==> config.mk <==
export PLATFORM = sky130hd
export DESIGN_NAME = vga_timing_gen
export DESIGN_NICKNAME = d
export VERILOG_FILES = /design/src/rtl/vga_timing_gen.sv
export SDC_FILE = /design/constraint.sdc
export NUM_CORES = 1
export LEC_CHECK = 0
export ABC_AREA = 1
export ABC_CLOCK_PERIOD_IN_PS = 2400
export BUFFER_PORTS_ARGS = -buffer_cell sky130_fd_sc_hd__buf_2
export CAP_MARGIN = 20
export CORE_ASPECT_RATIO = 0.8
export CORE_MARGIN = 4
export CORE_UTILIZATION = 51
export DETAILED_ROUTE_END_ITERATION = 7
export GPL_TIMING_DRIVEN = 1
export PLACE_DENSITY = 0.86
export RECOVER_POWER = 100
export SYNTH_ARGS = -nofsm -noshare
export SYNTH_HDL_FRONTEND = slang
export SYNTH_SLANG_ARGS = --single-unit
export TNS_END_PERCENT = 30
==> constraint.sdc <==
create_clock -name CLOCK_50 -period 2.4 [get_ports CLOCK_50]
set_input_delay 0.36 -clock CLOCK_50 [delete_from_list [all_inputs] [get_ports CLOCK_50]]
set_output_delay 0.36 -clock CLOCK_50 [all_outputs]
set_load 0.005 [all_outputs]
==> src/rtl/vga_timing_gen.sv <==
// Programmable VGA raster timing generator with built-in test patterns and a
// latency-compensated external pixel path; all state advances on PIX_CE only.
module vga_timing_gen #(
    parameter int H_ACTIVE  = 800,
    parameter int H_FP      = 56,
    parameter int H_SYNC    = 120,
    parameter int H_BP      = 64,
    parameter int V_ACTIVE  = 600,
    parameter int V_FP      = 37,
    parameter int V_SYNC    = 6,
    parameter int V_BP      = 23,
    parameter bit HS_POL    = 1'b0,
    parameter bit VS_POL    = 1'b0,
    parameter int COLOR_W   = 8,
    parameter int PIX_LAT   = 2,
    parameter int CHK_SHIFT = 3,
    localparam int H_TOTAL  = H_ACTIVE + H_FP + H_SYNC + H_BP,
    localparam int V_TOTAL  = V_ACTIVE + V_FP + V_SYNC + V_BP,
    localparam int HW       = $clog2(H_TOTAL),
    localparam int VW       = $clog2(V_TOTAL),
    localparam int CW       = 3 * COLOR_W
) (
    input  logic               CLOCK_50,
    input  logic               RESET_N,
    input  logic               PIX_CE,
    input  logic [1:0]         MODE,
    input  logic [CW-1:0]      SOLID_RGB,
    output logic [HW-1:0]      PIX_X,
    output logic [VW-1:0]      PIX_Y,
    output logic               PIX_REQ,
    input  logic [CW-1:0]      PIX_DATA,
    output logic [COLOR_W-1:0] VGA_RED,
    output logic [COLOR_W-1:0] VGA_GREEN,
    output logic [COLOR_W-1:0] VGA_BLUE,
    output logic               VGA_HS,
    output logic               VGA_VS,
    output logic               VGA_BLANK_N,
    output logic               FRAME_START
);

    typedef struct packed {
        logic          ext;
        logic          active;
        logic          hs_act;
        logic          vs_act;
        logic          frame0;
        logic [CW-1:0] rgb;
    } stage_t;

    logic [HW-1:0] r_h;
    logic [VW-1:0] r_v;
    logic [1:0]    r_mode;
    logic          w_h_last;
    logic          w_v_last;

    assign w_h_last = (int'(r_h) == H_TOTAL - 1);
    assign w_v_last = (int'(r_v) == V_TOTAL - 1);

    // Mode is only latched on the last pixel of a frame so a frame never mixes patterns.
    always_ff @(posedge CLOCK_50 or negedge RESET_N) begin
        if (!RESET_N) begin
            r_h    <= '0;
            r_v    <= '0;
            r_mode <= 2'd0;
        end else if (PIX_CE) begin
            r_h <= w_h_last ? '0 : r_h + 1'b1;
            if (w_h_last) begin
                r_v <= w_v_last ? '0 : r_v + 1'b1;
            end
            if (w_h_last && w_v_last) begin
                r_mode <= MODE;
            end
        end
    end

    logic          w_active;
    logic          w_hs_act;
    logic          w_vs_act;
    logic          w_frame0;
    logic          w_chk;
    logic [HW-1:0] w_bar_q;
    logic [2:0]    w_bar;
    logic [CW-1:0] w_pat;
    stage_t        w_s0;
    stage_t        w_tap;

    assign w_active = (int'(r_h) < H_ACTIVE) && (int'(r_v) < V_ACTIVE);
    assign w_hs_act = (int'(r_h) >= H_ACTIVE + H_FP) && (int'(r_h) < H_ACTIVE + H_FP + H_SYNC);
    assign w_vs_act = (int'(r_v) >= V_ACTIVE + V_FP) && (int'(r_v) < V_ACTIVE + V_FP + V_SYNC);
    assign w_frame0 = (r_h == '0) && (r_v == '0);
    assign w_chk    = r_h[CHK_SHIFT] ^ r_v[CHK_SHIFT];
    assign w_bar_q  = r_h / HW'(H_ACTIVE / 8);
    assign w_bar    = (w_bar_q > HW'(7)) ? 3'd7 : w_bar_q[2:0];

    always_comb begin
        w_pat = '0;
        case (r_mode)
            2'd0:    w_pat = SOLID_RGB;
            2'd1:    w_pat = {CW{w_chk}};
            2'd2:    w_pat = {{COLOR_W{w_bar[2]}}, {COLOR_W{w_bar[1]}}, {COLOR_W{w_bar[0]}}};
            default: w_pat = '0;
        endcase
    end

    // External pixels carry only a flag here; the data is merged at the delay-line tap.
    assign w_s0    = {r_mode == 2'd3, w_active, w_hs_act, w_vs_act, w_frame0, w_pat};
    assign PIX_REQ = w_active & PIX_CE & RESET_N;
    assign PIX_X   = r_h;
    assign PIX_Y   = r_v;

    if (PIX_LAT == 0) begin : g_no_delay
        assign w_tap = w_s0;
    end else begin : g_delay
        stage_t r_dl [PIX_LAT];

        always_ff @(posedge CLOCK_50 or negedge RESET_N) begin
            if (!RESET_N) begin
                for (int i = 0; i < PIX_LAT; i++) begin
                    r_dl[i] <= '0;
                end
            end else if (PIX_CE) begin
                r_dl[0] <= w_s0;
                for (int i = 1; i < PIX_LAT; i++) begin
                    r_dl[i] <= r_dl[i-1];
                end
            end
        end

        assign w_tap = r_dl[PIX_LAT-1];
    end

    logic [CW-1:0] w_out_rgb;
    logic [CW-1:0] r_rgb;
    logic          r_blank_n;
    logic          r_hs;
    logic          r_vs;
    logic          r_fs;

    assign w_out_rgb = w_tap.ext ? PIX_DATA : w_tap.rgb;

    always_ff @(posedge CLOCK_50 or negedge RESET_N) begin
        if (!RESET_N) begin
            r_rgb     <= '0;
            r_blank_n <= 1'b0;
            r_hs      <= ~HS_POL;
            r_vs      <= ~VS_POL;
            r_fs      <= 1'b0;
        end else if (PIX_CE) begin
            r_rgb     <= w_tap.active ? w_out_rgb : '0;
            r_blank_n <= w_tap.active;
            r_hs      <= w_tap.hs_act ? HS_POL : ~HS_POL;
            r_vs      <= w_tap.vs_act ? VS_POL : ~VS_POL;
            r_fs      <= w_tap.frame0;
        end
    end

    assign VGA_RED     = r_rgb[3*COLOR_W-1:2*COLOR_W];
    assign VGA_GREEN   = r_rgb[2*COLOR_W-1:COLOR_W];
    assign VGA_BLUE    = r_rgb[COLOR_W-1:0];
    assign VGA_BLANK_N = r_blank_n;
    assign VGA_HS      = r_hs;
    assign VGA_VS      = r_vs;
    assign FRAME_START = r_fs;

endmodule
==> results of run 1 <==
==> state kept, by name, summed over array words and instances (netlist names), 2 cells and up <==
| name | flops |
|---|---|
| r_mode | 2 |
| PIX_X | 11 |
| PIX_Y | 10 |
| r_rgb | 24 |
| g_delay.r_dl | 58 |
==> metal layers <==
metal  GRT usage [%]  vias up
met5               0        -
met4            6.00        0
li1                -     2609
met3            5.48       37
met2            32.7      241
met1            32.5     2448
==> how the worst max path moves through the flow <==
stage,start,depth (start not counted),slack (ns),endpoint
after floorplan,PIX_X[6]$_DFFE_PN0P_,20,0.16,g_delay.r_dl[29]$_DFFE_PN0P_
after global placement,PIX_X[10]$_DFFE_PN0P_,18,-0.10,g_delay.r_dl[37]$_DFFE_PN0P_
after CTS,PIX_X[6]$_DFFE_PN0P_,21,-0.05,g_delay.r_dl[36]$_DFFE_PN0P_
after detailed placement,PIX_X[6]$_DFFE_PN0P_,17,-0.16,g_delay.r_dl[38]$_DFFE_PN0P_
final,PIX_X[6]$_DFFE_PN0P_,18,-0.22,g_delay.r_dl[31]$_DFFE_PN0P_
after global routing,PIX_X[6]$_DFFE_PN0P_,19,-0.40,g_delay.r_dl[33]$_DFFE_PN0P_
==> critical path, cell delays in order, from the launching register on <==
cell     delay [ns]
dfrtp_2        0.46
nor2_4         0.17
nand2_4        0.09
a21oi_4        0.22
o21ai_1        0.09
nand2_2        0.15
nand3_4        0.13
a21oi_2        0.22
nand2_1        0.10
nand2_2        0.12
inv_1          0.07
nand3_2        0.07
nand2_1        0.06
nand2_1        0.08
nand3_2        0.10
nand2_4        0.13
nand3_1        0.09
nand2_1        0.09
nand2_1        0.06
==> where the power goes <==
group	switching (uW)	total [uW]	internal (uW)
clock	723	1450	728
combinational	1130	1800	672
sequential	98.9	2010	1910
==> per-stage QoR <==
step | utilization, % | cell area (sq um) | cells | hold WS [ns]
5_1_grt | 67.0 | 7000 | 1010 | 0.216
2_1_floorplan | - | 5580 | 737 | 0.0644
3_3_place_gp | 61.2 | 6390 | 981 | 0.413
4_1_cts | 64.5 | 6740 | 1001 | 0.149
3_5_place_dp | 61.2 | 6390 | 981 | 0.434
6_report | 67.0 | 7000 | 1010 | 0.213
==> final cells by class <==
| class | count | area (sq um) |
|---|---|---|
| Multi-Input combinational cell | 513 | 2630 |
| Tap cell | 140 | 175 |
| Timing Repair Buffer | 146 | 847 |
| Clock buffer | 9 | 225 |
| Inverter | 86 | 328 |
| Clock inverter | 7 | 67.6 |
| Sequential cell | 109 | 2740 |
| Fill cell | 813 | 3440 |
==> timing repair <==
action                     4_1_cts  5_1_grt
resized for setup                5       58
setup endpoints to repair       17       27
pin swaps                        3       28
buffers inserted                 4        9
==> logic make-up (layout without fill, tap and decap cells) <==
kind of cell / after synthesis / count (layout) / synth area share, %
compound gates: 124 / 124 / 12.1
xor+xnor: 5 / 5 / 0.785
fa+ha+maj: 6 / 6 / 1.35
flops: 109 / 109 / 49.0
simple gates: 378 / 378 / 28.9
buf+inv: 115 / 248 / 7.85
==> cells in the final DEF, fill, tap and decap left out, types with 3 or more instances in the layout <==
cell type and n:
nand2_1 250, dfrtp_1 103, buf_2 101, inv_1 74, o21ai_0 65, buf_4 41, a21oi_1 37, nand3_1 27
nor2_1 27, nand2_2 16, nand2_4 11, nand4_1 11, nand3_2 11, inv_2 10, nor3_1 10, clkbuf_16 9
ha_1 6, xor2_1 5, dfrtp_2 4, nor3_2 4, nand3_4 3, o2111ai_1 3, a21oi_2 3, o21ai_1 3
clkinvlp_4 3
==> results.txt, run 1 <==
Post-synth EDFFs: 0
cts hold-fix bufs: 0
htree depth: 3
top-count cell post-synth: nand2_1
Die X: 125 microns
HP Start: MODE[1]
layout cells sized above 1: 27.2%
initial antenna violation count: 0
fin crit share: 109%
#FFs+latches synth: 109
die area: 12700 sq um
max_cap viols: 0
Num CTS Buffers: 9
total power: 5270 uW
Final Wtd Congestion: 0.950
# IOs: 103
top post-synthesis cells by area: dfrtp_1, nand2_1, o21ai_0
total gr overflow: 0
Clock Pin Slew Worst Setup and Hold Paths: 0.08 ns
status: complete, but fails checks
Cell Area, Synth: 5580 sq um
Worst-Margin Slew: 1.47 ns
worst hold path class: input pin to flip-flop
Critical Path Fanout Max: 8
remaining routing DRC violations: 0
pre-CTS setup slack: -0.156 ns
Async S/R FF share, synth: 100%
yosys warns: 0
violated checks: negative setup slack
DR iter-0 viols: 499
first-pass iteration count of the detailed router: 6
Starting Density: 53.4%
Seq/Total Area, Yosys: 49.0%
DR WL met2: 6370 microns
Clock Skews: 0.00662 ns
Slew headroom: 2.05%
Final Setup Violations: 16
CTS tree: done
FF-to-FF Start: PIX_X[6]$_DFFE_PN0P_
row cnt: 33
DR vias/cell: 5.28
Mapped Nets: 796
root buf cell: clkbuf_16
fin nets: 924
Crit path arrival time: 2.86 ns
IO Port Bufs: 102
largest area contributor in the netlist: dfrtp_1
worst-skew pair later-pin latency: 0.35 ns
Final TNS setup: -2.73 ns
top cell type's share of synthesized area: 48.0%
synthesized instance count: 737
Reg2Reg Capture Point: g_delay.r_dl[31]$_DFFE_PN0P_
top_reg_cell synth: dfrtp_1
Routed Antenna Nets: 0
uppermost layer routed: met4
worst IR drop on VDD: 414 uV
ANT cells: 0
DR WL/cell: 14.4 microns
Lkg Pwr: 0.00388 uW
FF-to-FF path depth: 18
WHS Endpoint: r_mode[1]$_DFFE_PN0P_
worst path required time: 2.64 ns
Max clock buf depth: 2
Die Ht: 102 microns
Synth top cells by count: nand2_1, dfrtp_1, inv_1
syn_area_per_cell: 7.56 sq um
Area Growth Syn to Fin: 25.6%
startpoint types: flip-flop
Max Clk Rate: 382 MHz
Netlist cell types: 38
Crit. End Element: flip-flop
WL met3: 1180 microns
critical path class: flip-flop to flip-flop
reg2reg setup slack: -0.22 ns
gr usage total: 22.0%
vias in the first global route: 4834
Core ar.: 10400 sq um
met1 wire length: 6660 microns
min cycle time layout: 2.62 ns
Detailed Place HPWL: 9600 microns
power density over cell area: 752 nW/um^2
largest net degree at the start of global routing: 110
drt total wl: 14500 microns
clk sink count: 109
RSZ-0062 raised after global routing: yes
via count: 5335
Slew Limit Fails: 0
Hold Vio Cnt, Final: 0
global-route wire length before repair: 23100 microns
Hold Crit Depth: 3
PnR worst setup slack: -0.220 ns
No activity file was read; power rests on OpenSTA's default activity.
==> run 2: changes to the inputs <==
==> constraint.sdc (replaced) <==
create_clock -name CLOCK_50 -period 2.4 [get_ports CLOCK_50]
set_input_delay 0.12 -clock CLOCK_50 [delete_from_list [all_inputs] [get_ports CLOCK_50]]
set_output_delay 0.12 -clock CLOCK_50 [all_outputs]
set_load 0.005 [all_outputs]
==> results.txt, run 2 (synthesized netlist as in run 1, its figures left out) <==
Crit path top cell by count: nand2_1 (unchanged)
Final Wtd Congestion: 0.882 (was 0.950)
# IOs: 103 (unchanged)
Finished Core Util: 68.4% (was 67.0%)
die area: 12700 sq um (unchanged)
Slew headroom: 59.7% (was 2.05%)
htree depth: 3 (unchanged)
commonest non-fill, non-tap cell in the layout: nand2_1 (unchanged)
clk sink count: 109 (unchanged)
CTS tree: done (unchanged)
ANT cells: 0 (unchanged)
max reg flops: 58 (unchanged)
FF-to-FF path depth: 21 (was 18)
Area Growth Syn to Fin: 28.2% (was 25.6%)
Max clock buf depth: 2 (unchanged)
reg2reg setup slack: -0.17 ns (was -0.22 ns)
Worst path slowest cell: dfrtp_2 (unchanged)
critical path class: flip-flop to flip-flop (unchanged)
first-pass iteration count of the detailed router: 5 (was 6)
Reg with most FFs: g_delay.r_dl (unchanged)
RSZ-0062 raised after global routing: yes (unchanged)
FF-to-FF Start: PIX_X[6]$_DFFE_PN0P_ (unchanged)
max incr delay on CP: 0.47 ns (was 0.46 ns)
min cycle time layout: 2.57 ns (was 2.62 ns)
layout cells sized above 1: 23.8% (was 27.2%)
global-route wire length before repair: 23500 microns (was 23100 microns)
fin nets: 940 (was 924)
most frequent cells in the layout: nand2_1, dfrtp_1, buf_2, inv_1, o21ai_0 (unchanged)
IO Port Bufs: 102 (unchanged)
Worst Setup EP: g_delay.r_dl[33]$_DFFE_PN0P_ (was g_delay.r_dl[31]$_DFFE_PN0P_)
Die Ht: 102 microns (unchanged)
Hold Vio Cnt, Final: 0 (unchanged)
area occupied by multi-input gates: 2540 sq um (was 2630 sq um)
row cnt: 33 (unchanged)
worst-skew pair later-pin latency: 0.35 ns (about the same)
Num CTS Buffers: 9 (unchanged)
vias in the first global route: 4824 (was 4834)
gr usage total: 22.5% (was 22.0%)
violated checks: negative setup slack (unchanged)
DR vias/cell: 5.21 (was 5.28)
Clock Pin Slew Worst Setup and Hold Paths: 0.07 ns (was 0.08 ns)
Lkg Pwr: 0.00397 uW (was 0.00388 uW)
DR WL/cell: 13.9 microns (was 14.4 microns)
Reg2Reg Capture Point: g_delay.r_dl[33]$_DFFE_PN0P_ (was g_delay.r_dl[31]$_DFFE_PN0P_)
Routed Antenna Nets: 0 (unchanged)
worst IR drop on VDD: 464 uV (was 414 uV)
DP Area: 6410 sq um (was 6390 sq um)
fin crit share: 107% (was 109%)
Starting Density: 53.4% (unchanged)
Detailed Place HPWL: 9440 microns (was 9600 microns)
worst-path cell chain: nor2_4 > nand2_4 > nand3_1 > nand2_1 > nand2_1 > nand2_1 > nand2_4 > nand2_4 > nor2_4 > nand2_4 > buf_4 > nand4_1 > nand2_2 > nor2_1 > nor2_1 > nand2_1 > nand3_2 > nand2_4 > nand3_1 > nand2_1 > nand2_1 (was nor2_4 > nand2_4 > a21oi_4 > o21ai_1 > nand2_2 > nand3_4 > a21oi_2 > nand2_1 > nand2_2 > inv_1 > nand3_2 > nand2_1 > nand2_1 > nand3_2 > nand2_4 > nand3_1 > nand2_1 > nand2_1)
Final Setup Violations: 13 (was 16)
total gr overflow: 0 (unchanged)
initial antenna violation count: 0 (unchanged)
Core ar.: 10400 sq um (unchanged)
Inst Count DP: 981 (unchanged)
Critical Path Fanout Max: 8 (unchanged)
Critical path origin: PIX_X[6]$_DFFE_PN0P_ (unchanged)
Slew Limit Fails: 0 (unchanged)
worst path required time: 2.64 ns (about the same)
Die X: 125 microns (unchanged)
drt total wl: 14200 microns (was 14500 microns)
Fill cells: 842 (was 813)
worst hold path class: input pin to flip-flop (unchanged)
Design Area, Final: 7150 sq um (was 7000 sq um)
root buf cell: clkbuf_16 (unchanged)
via count: 5346 (was 5335)
pre-CTS setup slack: -0.136 ns (was -0.156 ns)
max_cap viols: 0 (unchanged)
startpoint types: flip-flop (unchanged)
power density over cell area: 741 nW/um^2 (was 752 nW/um^2)
status: complete, but fails checks (unchanged)
Worst-Margin Slew: 0.605 ns (was 1.47 ns)
remaining routing DRC violations: 0 (unchanged)
Clock Skews: 0.00966 ns (was 0.00662 ns)
final cell count without fillers: 1026 (was 1010)
DR iter-0 viols: 465 (was 499)
Crit. End Element: flip-flop (unchanged)
largest net degree at the start of global routing: 110 (unchanged)
Crit path arrival time: 2.81 ns (was 2.86 ns)
Max Clk Rate: 389 MHz (was 382 MHz)
combined flip-flop and latch cell area: 2730 sq um (was 2740 sq um)
PnR worst setup slack: -0.171 ns (was -0.220 ns)
-- run 2: layout make-up --
| class | instances | share of cell area [%] |
|---|---|---|
| multi-input cells | 513 | 35.5 |
| clock buffers | 9 | 3.15 |
| repair buffers | 162 | 14.6 |
| well taps | 140 | 2.45 |
| clock inverters | 7 | 1.49 |
| flip-flops and latches | 109 | 38.2 |
| inverters | 86 | 4.55 |
-- run 2: what timing repair did --
| item | 4_1_cts | 5_1_grt |
|---|---|---|
| gates resized for setup | 7 | 27 |
| pin swaps | 2 | 20 |
| cloned | 0 | 0 |
| endpoints found under the setup margin | 16 | 23 |
| hold buffers | 22 | 0 |
| buffers inserted | 2 | 5 |
| endpoints found under the hold margin | 128 | 0 |
-- run 2: worst min-delay path by stage --
stage / startpoint / to / slack (ns) / cells past startpoint
final: PIX_DATA[19] / r_rgb[19]$_DFFE_PN0P_ / 0.004 / 3
after global routing: PIX_DATA[7] / r_rgb[7]$_DFFE_PN0P_ / 0.02 / 3
after CTS: PIX_DATA[19] / r_rgb[19]$_DFFE_PN0P_ / 0.0008 / 3
after detailed placement: RESET_N / r_rgb[19]$_DFFE_PN0P_ / 0.29 / 2
after global placement: RESET_N / r_rgb[18]$_DFFE_PN0P_ / 0.28 / 2
after floorplan: RESET_N / FRAME_START$_DFFE_PN0P_ / -0.18 / 0
-- run 2: worst max-delay path: cells and delay by family, from the launching register on --
| family | cells | cell delay [ns] |
|---|---|---|
| DFF | 1 | 0.47 |
| and+or+nand+nor | 20 | 1.87 |
| buffers and inverters | 1 | 0.13 |
-- run 2: where the power goes --
part,leakage (uW),switching [uW],internal [uW],total [uW]
sequential,0.00144,88.0,1910,2000
clock,0.000156,700,931,1630
combinational,0.00237,1020,643,1660
total,0.00397,1810,3490,5300
-- run 2: metal layers --
metal	wire length (microns)	vias to the layer above	GRT usage [%]
met5	0	-	0
met4	220	0	5.17
met3	958	20	4.96
met2	6320	186	34.5
met1	6730	2491	33.2
li1	-	2649	-
-- run 2: per-stage QoR --
stage | TNS [ns] | hold slack (ns) | total power [uW]
CTS | -0.201 | 0.000771 | 5170
global route | -4.90 | 0.0160 | 5590
global placement | -0.261 | 0.277 | 3420
finish | -1.35 | 0.00407 | 5300
detailed placement | -1.83 | 0.287 | 3450
floorplan | 0 | -0.176 | 2920
==> run 3: changes to the inputs <==
--- a/config.mk
+++ b/config.mk
@@ -11,10 +11,11 @@
 export CAP_MARGIN = 20
 export CORE_ASPECT_RATIO = 0.8
 export CORE_MARGIN = 4
-export CORE_UTILIZATION = 51
+export CORE_UTILIZATION = 45
 export DETAILED_ROUTE_END_ITERATION = 7
+export GPL_ROUTABILITY_DRIVEN = 0
 export GPL_TIMING_DRIVEN = 1
-export PLACE_DENSITY = 0.86
+export PLACE_DENSITY = 0.78
 export RECOVER_POWER = 100
 export SYNTH_ARGS = -nofsm -noshare
 export SYNTH_HDL_FRONTEND = slang
==> results.txt, run 3 (synthesized netlist as in run 1, its figures left out) <==
GR Util met2: 33.3% (was 34.5%)
layout cells sized above 1: 26.4% (was 23.8%)
Routed Antenna Nets: 0 (unchanged)
global-route wire length before repair: 23900 microns (was 23500 microns)
Core ar.: 12200 sq um (was 10400 sq um)
first-pass iteration count of the detailed router: 5 (unchanged)
Lkg Pwr: 0.00406 uW (was 0.00397 uW)
Inst Count DP: 989 (was 981)
Worst path slowest cell: dfrtp_2 (unchanged)
Reg with most FFs: g_delay.r_dl (unchanged)
Fill cells: 1055 (was 842)
WHS Endpoint: r_rgb[18]$_DFFE_PN0P_ (was r_rgb[19]$_DFFE_PN0P_)
remaining routing DRC violations: 0 (unchanged)
Starting Density: 45.8% (was 53.4%)
Slew headroom: 63.2% (was 59.7%)
worst IR drop on VDD: 413 uV (was 464 uV)
Worst-Margin Slew: 0.551 ns (was 0.605 ns)
FF-to-FF path depth: 20 (was 21)
row cnt: 36 (was 33)
Crit path arrival time: 2.88 ns (was 2.81 ns)
RSZ-0062 raised after global routing: yes (unchanged)
Die Ht: 108 microns (was 102 microns)
Crit path top cell by count: nand2_4 (was nand2_1)
clk sink count: 109 (unchanged)
Max clock buf depth: 2 (unchanged)
status: complete, but fails checks (unchanged)
Die X: 132 microns (was 125 microns)
worst-skew pair later-pin latency: 0.35 ns (about the same)
Critical Path Fanout Max: 8 (unchanged)
max_cap viols: 0 (unchanged)
DR iter-0 viols: 375 (was 465)
worst hold path class: input pin to flip-flop (unchanged)
largest net degree at the start of global routing: 72 (was 110)
HP Start: PIX_DATA[18] (was PIX_DATA[19])
most frequent cells in the layout: nand2_1, dfrtp_1, buf_2, inv_1, o21ai_0 (unchanged)
vias in the first global route: 5041 (was 4824)
initial antenna violation count: 0 (unchanged)
GR Layer Usage met3: 3.88% (was 4.96%)
worst-path cell chain: inv_4 > buf_12 > nand3_4 > nand4_4 > nand2_4 > nand2_4 > o21ai_1 > nand2_2 > xor2_2 > nand2_4 > nand2_4 > inv_4 > nand3_1 > nand2_1 > nor2_2 > nand3_2 > nand2_4 > nand3_2 > nand2_1 > nand2_1 (was nor2_4 > nand2_4 > nand3_1 > nand2_1 > nand2_1 > nand2_1 > nand2_4 > nand2_4 > nor2_4 > nand2_4 > buf_4 > nand4_1 > nand2_2 > nor2_1 > nor2_1 > nand2_1 > nand3_2 > nand2_4 > nand3_1 > nand2_1 > nand2_1)
Clock Skews: 0.00912 ns (was 0.00966 ns)
worst path required time: 2.65 ns (was 2.64 ns)
buffer and inverter count on the worst path: 3 (was 1)
Crit. End Element: flip-flop (unchanged)
commonest non-fill, non-tap cell in the layout: nand2_1 (unchanged)
DP Area: 6380 sq um (was 6410 sq um)
Detailed Place HPWL: 9550 microns (was 9440 microns)
Design Area, Final: 7360 sq um (was 7150 sq um)
ANT cells: 0 (unchanged)
die area: 14200 sq um (was 12700 sq um)
area occupied by multi-input gates: 2600 sq um (was 2540 sq um)
total gr overflow: 0 (unchanged)
GR Util met1: 27.9% (was 33.2%)
fin nets: 952 (was 940)
max incr delay on CP: 0.44 ns (was 0.47 ns)
Hold Crit Depth: 3 (unchanged)
GR peak layer: met2 (unchanged)
DR WL/cell: 14.3 microns (was 13.9 microns)
power density over cell area: 773 nW/um^2 (was 741 nW/um^2)
critical path class: flip-flop to flip-flop (unchanged)
htree depth: 3 (unchanged)
combined flip-flop and latch cell area: 2730 sq um (about the same)
gr usage total: 20.5% (was 22.5%)
max reg flops: 58 (unchanged)
Final Setup Violations: 16 (was 13)
startpoint types: flip-flop (unchanged)
Worst path top cell family by delay: simple AND/OR/NAND/NOR gates (unchanged)
final cell count without fillers: 1050 (was 1026)
root buf cell: clkbuf_16 (unchanged)
Reg2Reg Capture Point: g_delay.r_dl[29]$_DFFE_PN0P_ (was g_delay.r_dl[33]$_DFFE_PN0P_)
Area Growth Syn to Fin: 32.0% (was 28.2%)
# IOs: 103 (unchanged)
total power: 5690 uW (was 5300 uW)
DR vias/cell: 5.13 (was 5.21)
IO Port Bufs: 102 (unchanged)
CTS tree: done (unchanged)
Clock Pin Slew Worst Setup and Hold Paths: 0.08 ns (was 0.07 ns)
min cycle time layout: 2.63 ns (was 2.57 ns)
fin crit share: 110% (was 107%)
pre-CTS setup slack: -0.0478 ns (was -0.136 ns)
Num CTS Buffers: 9 (unchanged)
via count: 5382 (was 5346)
Hold Vio Cnt, Final: 0 (unchanged)
Max Clk Rate: 380 MHz (was 389 MHz)
violated checks: negative setup slack (unchanged)
FF-to-FF Start: PIX_X[6]$_DFFE_PN0P_ (unchanged)
reg2reg setup slack: -0.23 ns (was -0.17 ns)
Slew Limit Fails: 0 (unchanged)
PnR worst setup slack: -0.232 ns (was -0.171 ns)
drt total wl: 15000 microns (was 14200 microns)
[run 3: cell count changes in the layout (fill, tap and decap cells not counted), moves of 3 or more]
cell,before,now
buf_4,37,46
nand3_2,8,12
nand3_1,31,26
inv_1,75,72
nand2_1,259,255
[run 3: report_power, final]
| group | switching [uW] | internal [uW] |
|---|---|---|
| Sequential | 88.3 | 1910 |
| Clock | 719 | 1040 |
| Combinational | 1160 | 769 |
| Total | 1970 | 3720 |
[run 3: area by class of cell]
class                           instances  share of cell area (%)
Clock inverter                          7                    1.77
Timing Repair Buffer                  174                    15.6
Multi-Input combinational cell        513                    35.3
Tap cell                              152                    2.58
Inverter                               86                    4.49
Sequential cell                       109                    37.1
Clock buffer                            9                    3.06
[run 3: timing repair]
item,in CTS,in global routing
pin swaps,6,22
buffers inserted,10,11
endpoints found under the hold margin,59,1
hold buffers,23,1
resized for setup,13,43
gates cloned,0,0
setup endpoints to repair,16,26
[run 3: worst max path at each step]
stage | from | to | cells after the start
floorplan | PIX_X[6]$_DFFE_PN0P_ | g_delay.r_dl[29]$_DFFE_PN0P_ | 20
global placement | PIX_X[7]$_DFFE_PN0P_ | g_delay.r_dl[44]$_DFFE_PN0P_ | 18
detailed placement | PIX_X[7]$_DFFE_PN0P_ | g_delay.r_dl[44]$_DFFE_PN0P_ | 18
CTS | PIX_X[6]$_DFFE_PN0P_ | g_delay.r_dl[31]$_DFFE_PN0P_ | 21
global route | PIX_X[6]$_DFFE_PN0P_ | g_delay.r_dl[29]$_DFFE_PN0P_ | 20
finish | PIX_X[6]$_DFFE_PN0P_ | g_delay.r_dl[29]$_DFFE_PN0P_ | 20
[run 3: per-stage QoR]
step / hold slack [ns] / TNS [ns] / utilization, %
2_1_floorplan: -0.176 / 0 / -
3_3_place_gp: 0.148 / -0.00439 / 52.4
3_5_place_dp: 0.136 / -0.428 / 52.4
4_1_cts: 0.00130 / -0.717 / 58.3
5_1_grt: 0.0270 / -4.92 / 60.5
6_report: 0.00836 / -2.66 / 60.5
[run 3: per-layer routing]
layer / vias up / wire length [microns]
met4: 0 / 249
met3: 24 / 966
met5: - / 0
met1: 2512 / 6910
li1: 2668 / -
met2: 178 / 6850
[run 3: worst min-delay path, cell delays in order]
cell     delay [ns]
buf_2          0.08
o21ai_0        0.07
nand2_1        0.06
